**src/rtl/bn_stats_accum_if.sv**
```systemverilog
// rtl/bn_stats_accum_if.sv - sample stream in, mean/variance result out, valid/ready on both
// The variance operand is carried on `variance` because `var` is a reserved word.
interface bn_stats_accum_if #(
  parameter int WIDTH = 8
);
  logic signed [WIDTH-1:0] in_data;
  logic                    in_valid;
  logic                    in_ready;
  logic signed [WIDTH-1:0] mean;
  logic signed [WIDTH-1:0] variance;
  logic                    out_valid;
  logic                    out_ready;

  modport master (
    output in_data, in_valid, out_ready,
    input  in_ready, mean, variance, out_valid
  );

  modport slave (
    input  in_data, in_valid, out_ready,
    output in_ready, mean, variance, out_valid
  );
endinterface

```
**src/rtl/bn_stats_accum.sv**
```systemverilog
// rtl/bn_stats_accum.sv - batch mean/variance accumulator feeding the batchnorm datapath
// Optional feature macro: BN_STATS_VAR_EN builds the sum-of-squares and variance path.
module bn_stats_accum #(
  parameter int WIDTH         = 8,
  parameter int FRACTION_BITS = 8,
  parameter int LOG2N         = 2
) (
  input  logic           clk,
  input  logic           rst_n,
  bn_stats_accum_if.slave io
);

  localparam int N  = 1 << LOG2N;
  localparam int SW = WIDTH + LOG2N;
  localparam logic [LOG2N:0] CNT_LAST = (LOG2N+1)'(N - 1);

  typedef enum logic [1:0] {
    ACCUM     = 2'd0,
    CALC_MEAN = 2'd1,
    CALC_VAR  = 2'd2,
    DONE      = 2'd3
  } state_t;

  state_t state, state_nx;

  logic signed [SW-1:0]    sum;
  logic [LOG2N:0]          cnt;
  logic signed [WIDTH-1:0] mean_q;
  logic signed [WIDTH-1:0] var_q;
  logic                    accept;
  logic                    last;
  logic                    take;

  assign accept = (state == ACCUM) && io.in_valid;
  assign last   = accept && (cnt == CNT_LAST);
  assign take   = (state == DONE) && io.out_ready;

  always_ff @(posedge clk or negedge rst_n) begin
    if (!rst_n) begin
      state <= ACCUM;
    end else begin
      state <= state_nx;
    end
  end

  always_comb begin
    state_nx = state;
    case (state)
      ACCUM:     if (last) state_nx = CALC_MEAN;
      CALC_MEAN: state_nx = CALC_VAR;
      CALC_VAR:  state_nx = DONE;
      DONE:      if (io.out_ready) state_nx = ACCUM;
      default:   state_nx = ACCUM;
    endcase
  end

  always_ff @(posedge clk or negedge rst_n) begin
    if (!rst_n) begin
      sum <= '0;
      cnt <= '0;
    end else if (take) begin
      sum <= '0;
      cnt <= '0;
    end else if (accept) begin
      sum <= sum + {{LOG2N{io.in_data[WIDTH-1]}}, io.in_data};
      cnt <= cnt + (LOG2N+1)'(1);
    end
  end

  // Upper WIDTH bits of sum are exactly sum >>> LOG2N, floored toward -inf.
  always_ff @(posedge clk or negedge rst_n) begin
    if (!rst_n) begin
      mean_q <= '0;
    end else if (state == CALC_MEAN) begin
      mean_q <= sum[SW-1:LOG2N];
    end
  end

`ifdef BN_STATS_VAR_EN
  localparam int PW = 2 * WIDTH;
  localparam int QW = 2 * WIDTH + LOG2N;
  localparam int DW = QW + 1;
  localparam logic signed [DW-1:0] VMAX = DW'((1 << (WIDTH - 1)) - 1);

  logic [QW-1:0]           sumsq;
  logic signed [PW-1:0]    in_sq;
  logic signed [PW-1:0]    mean_sq;
  logic signed [DW-1:0]    d;
  logic signed [DW-1:0]    v;
  logic [WIDTH-1:0]        v_clamped;

  assign in_sq   = PW'(io.in_data) * PW'(io.in_data);
  assign mean_sq = PW'(mean_q) * PW'(mean_q);

  // E[x^2] - mean^2, both carrying 2*FRACTION_BITS fractional bits before rescaling.
  assign d = $signed({1'b0, sumsq >> LOG2N})
           - $signed({{(DW-PW){mean_sq[PW-1]}}, mean_sq});
  assign v = d >>> FRACTION_BITS;

  always_comb begin
    v_clamped = v[WIDTH-1:0];
    if (v < 0) begin
      v_clamped = '0;
    end else if (v > VMAX) begin
      v_clamped = {1'b0, {(WIDTH-1){1'b1}}};
    end
  end

  always_ff @(posedge clk or negedge rst_n) begin
    if (!rst_n) begin
      sumsq <= '0;
    end else if (take) begin
      sumsq <= '0;
    end else if (accept) begin
      sumsq <= sumsq + {{LOG2N{1'b0}}, in_sq};
    end
  end

  always_ff @(posedge clk or negedge rst_n) begin
    if (!rst_n) begin
      var_q <= '0;
    end else if (state == CALC_VAR) begin
      var_q <= v_clamped;
    end
  end
`else
  assign var_q = '0;
`endif

  assign io.in_ready  = (state == ACCUM);
  assign io.out_valid = (state == DONE);
  assign io.mean      = mean_q;
  assign io.variance  = var_q;

endmodule

```
**src/flat_wrapper.sv**
```systemverilog
// flat-port wrapper written by rule: the top's interface ports become plain ports
module bn_stats_accum_flat 
#(
  parameter int WIDTH         = 8,
  parameter int FRACTION_BITS = 8,
  parameter int LOG2N         = 2
)
  (clk, rst_n, io_in_data, io_in_valid, io_out_ready, io_in_ready, io_mean, io_variance, io_out_valid);
  bn_stats_accum_if #(.WIDTH(WIDTH)) io_i ();
  input  logic clk;
  input  logic rst_n;
  input wire logic [$bits(io_i.in_data)-1:0] io_in_data;
  input wire logic [$bits(io_i.in_valid)-1:0] io_in_valid;
  input wire logic [$bits(io_i.out_ready)-1:0] io_out_ready;
  output wire logic [$bits(io_i.in_ready)-1:0] io_in_ready;
  output wire logic [$bits(io_i.mean)-1:0] io_mean;
  output wire logic [$bits(io_i.variance)-1:0] io_variance;
  output wire logic [$bits(io_i.out_valid)-1:0] io_out_valid;
  assign io_i.in_data = io_in_data;
  assign io_i.in_valid = io_in_valid;
  assign io_i.out_ready = io_out_ready;
  assign io_in_ready = io_i.in_ready;
  assign io_mean = io_i.mean;
  assign io_variance = io_i.variance;
  assign io_out_valid = io_i.out_valid;
  bn_stats_accum #(.WIDTH(WIDTH), .FRACTION_BITS(FRACTION_BITS), .LOG2N(LOG2N)) u_core (.clk(clk), .rst_n(rst_n), .io(io_i));
endmodule
```
**config.mk**
```make
export PLATFORM = sky130hd
export DESIGN_NAME = bn_stats_accum_flat
export DESIGN_NICKNAME = d
export VERILOG_FILES = /design/src/rtl/bn_stats_accum_if.sv /design/src/rtl/bn_stats_accum.sv /design/src/flat_wrapper.sv
export SDC_FILE = /design/constraint.sdc
export NUM_CORES = 1
export LEC_CHECK = 0
export ABC_CLOCK_PERIOD_IN_PS = 4300
export BUFFER_PORTS_ARGS = -buffer_cell sky130_fd_sc_hd__buf_2
export CORE_ASPECT_RATIO = 0.5
export CORE_MARGIN = 8
export CORE_UTILIZATION = 30
export CTS_CLUSTER_SIZE = 20
export DETAILED_ROUTE_END_ITERATION = 8
export SLEW_MARGIN = 25
export SYNTH_ARGS = -nofsm -noshare
export SYNTH_HDL_FRONTEND = slang
export SYNTH_SLANG_ARGS = --single-unit
```
**constraint.sdc**
```tcl
create_clock -name clk -period 4.3 [get_ports clk]
set_input_delay 0.86 -clock clk [delete_from_list [all_inputs] [get_ports clk]]
set_output_delay 0.86 -clock clk [all_outputs]
set_load 0.01 [all_outputs]
```
==> flow_summary.yaml <==
cells_and_area:
  diodes: 0
  stdcell_count: 247
  final_common_cell: "dfrtp_1"
  final_cell_mix: "dfrtp_1 (23), buf_2 (21), nand2_1 (18)"
  nFillCells: 510
  drive_above_1_share: 0.215
  finalNetCount: 206
  area_delta_synth_final_pct: 12.5
flow_run:
  maxCapViolCount: 0
global_route:
  overflow: 0
  grt_pass1_vias: 1113
  grt_max_degree: 24
  track_usage: 0.0833
  grt_pass1_wl_um: 5130
  antenna_found_initial: 0
clock_network:
  cts_made_buffers: 3
  cts_tree: "built"
  hold_buffers: 0
  clock-sinks: 23
  cts_resized: 0
  clk_latency_ns: 0.26
  postCtsSetupRepairBufs: 0
  ctsRootBufferMaster: "clkbuf_8"
  htreeDepth: 1
  clk_pin_slew_ns: 0.08
  clockBufferDepth: 2
route:
  met3_length_um: 130
  drt_wl_total_um: 3130
  vias: 1159
  drt_iter0_markers: 33
  drcViolationCount: 0
  met2_length_um: 1390
  m1WireLength_um: 1590
  drt-wirelength-per-cell_um: 12.7
  dr.max_layer_used: "met4"
  ant_nets: 0
  vias_per_cell: 4.69
  firstDrtPassIters: 4
yosys:
  synth_area_leaders: "dfrtp_1 (38%), ha_1 (12%), mux2_2 (6.0%), nand2_1 (4.5%), a21oi_1 (4.3%)"
  synth_fa_ha_area_frac: 0.138
  synth_xor_area_frac: 0.0116
  syn_avg_cell_area_um2: 9.60
  synth-seq-cells: 23
  yosysTopAreaCell: "dfrtp_1"
  synth-simple-area-share: 0.172
  ys_seq_area_frac: 0.382
  yosysWarnings: 0
  ys_types: 38
  syn_inst: 157
  muxShareOfSynthArea: 0.0730
  synth_area_um2: 1510
  synth_top_family_by_area: "simple AND/OR/NAND/NOR gates"
  synth_compound_area_frac: 0.162
  yosys.area.top_type_share: 0.382
place:
  pre_cts_ws_ns: 1.48
  dp_hpwl_um: 2350
  place.gp.congestion: 0.814
  portBuffers: 21
  dp_cells: 243
floorplanning:
  fp.coreArea_um2: 4890
  die_h_um: 66.1
  die-area_um2: 7690
  start_util: 0.308
  rows: 18
  die_w_um: 116
  io-pin-count: 30
sta:
  period_share: 0.592
  setup_tns_ns: 0
  hold-worst-slack_ns: 0.501
  finalSetupViolCount: 0
  clock_skew_ns: 0.00381
  fmax_ghz: 0.393
  slew_viol_final: 0
  relSlewSlack: 0.451
  hold_violations: 0
  worstMarginPinSlew_ns: 0.823
  rsz0062_at_grt: "false"
  final.min_clock_period_ns: 2.55
  fin_ws_ns: 1.75
setup_path:
  worst_setup_path_end_kind: "flip-flop"
  worstPathCellList: "buf_2 > ha_1 > fa_1 > a21oi_2 > o21ai_2 > or4b_4 > and4_4 > nor3_1"
  cp.required_ns: 4.48
  cp_slowest_cell: "or4b_4"
  arrival_ns: 2.73
  slowest_delay_ns: 0.48
  start_kind: "input pin"
  cp_max_fo: 3
  worst-setup-path-type: "input pin to flip-flop"
hold_path:
  min_path_type: "flip-flop to flip-flop"
status:
  outcome: "finished, final reports clean"
power_and_ir_drop:
  p_per_area_nw_per_um2: 685
  leakage_nw: 0.778
  irDropWorstVdd_uv: 149
==> per-layer routing <==
| metal | up-vias | GRT usage |
|---|---|---|
| met1 | 549 | 0.107 |
| met5 | - | 0 |
| met2 | 18 | 0.134 |
| met3 | 4 | 0.0237 |
| li1 | 588 | - |
| met4 | 0 | 0.0240 |
==> report_power, final <==
group	total, W	leakage (nW)	switching (W)	internal (W)
logic	0.000635	0.475	0.000345	0.000289
registers	0.000395	0.280	0.0000706	0.000324
clock network	0.000132	0.0228	0.0000661	0.0000661
total	0.00116	0.778	0.000482	0.000680
==> Yosys cell counts, drive strengths merged <==
cell type  count
nand4b         2
nor4           1
and3           2
mux2           8
a211oi         6
o32a           1
buf            8
nor4b          3
o21ai         10
and2           2
a21boi         1
a211o          1
a31oi          2
mux2i          2
o211ai         1
nor3           2
a21oi         14
nand2b         1
fa             1
nor2          12
nand3          2
nand2         18
xnor2          2
or4b           1
clkbuf         4
dfrtp         23
inv            4
ha            15
o21bai         1
and4           1
a21o           2
nor2b          2
conb           1
or4            1
==> flip-flops by register name, summed over array words and instances, names as in the netlist <==
signal,count
u_core.io.mean,8
u_core.state,2
u_core.sum,10
u_core.cnt,3
==> per-stage QoR <==
step	util	cell area (um2)	power [W]
2_1_floorplan	-	1530	0.000877
3_3_place_gp	0.338	1650	0.00102
3_5_place_dp	0.338	1650	0.00104
4_1_cts	0.347	1700	0.00118
5_1_grt	0.347	1700	0.00128
6_report	0.347	1700	0.00116
==> cells by family (layout without fill, tap and decap cells) <==
family / count (synthesis) / in the layout
simple gates: 50 / 50
compound gates: 39 / 39
flops: 23 / 23
fa+ha+maj: 16 / 16
buf+inv: 16 / 29
mux: 10 / 10
xor+xnor: 2 / 2
other cells: 1 / 8
==> worst max-delay path: cells and delay by family <==
family	cells	cell delay, ns
and+or+nand+nor	3	0.85
buffers and inverters	1	0.10
AOI/OAI and AO/OA	2	0.25
adders and majority gates	2	0.66
==> final cells by class <==
cell class	count	area [um2]	share of cell area
Clock buffer	4	45.0	0.0265
Inverter	4	15.0	0.00885
Multi-Input combinational cell	125	868	0.512
Timing Repair Buffer	21	105	0.0619
Tap cell	70	87.6	0.0516
Sequential cell	23	576	0.339
==> final timing paths <==
kind,start,endpoint,slack (ns),depth (start not counted)
max reg2reg,u_core.sum[0]$_DFFE_PN0P_,u_core.sum[8]$_DFFE_PN0P_,2.07,7
max,io_in_data[0],u_core.sum[8]$_DFFE_PN0P_,1.75,8
min in group asynchronous,rst_n,u_core.sum[1]$_DFFE_PN0P_,0.57,1
max in group asynchronous,rst_n,u_core.io.mean[4]$_DFFE_PN0N_,3.38,1
min,u_core.io.mean[4]$_DFFE_PN0N_,u_core.io.mean[4]$_DFFE_PN0N_,0.50,1
min reg2reg,u_core.io.mean[4]$_DFFE_PN0N_,u_core.io.mean[4]$_DFFE_PN0N_,0.50,1
Power figures use the tool's default switching activity.
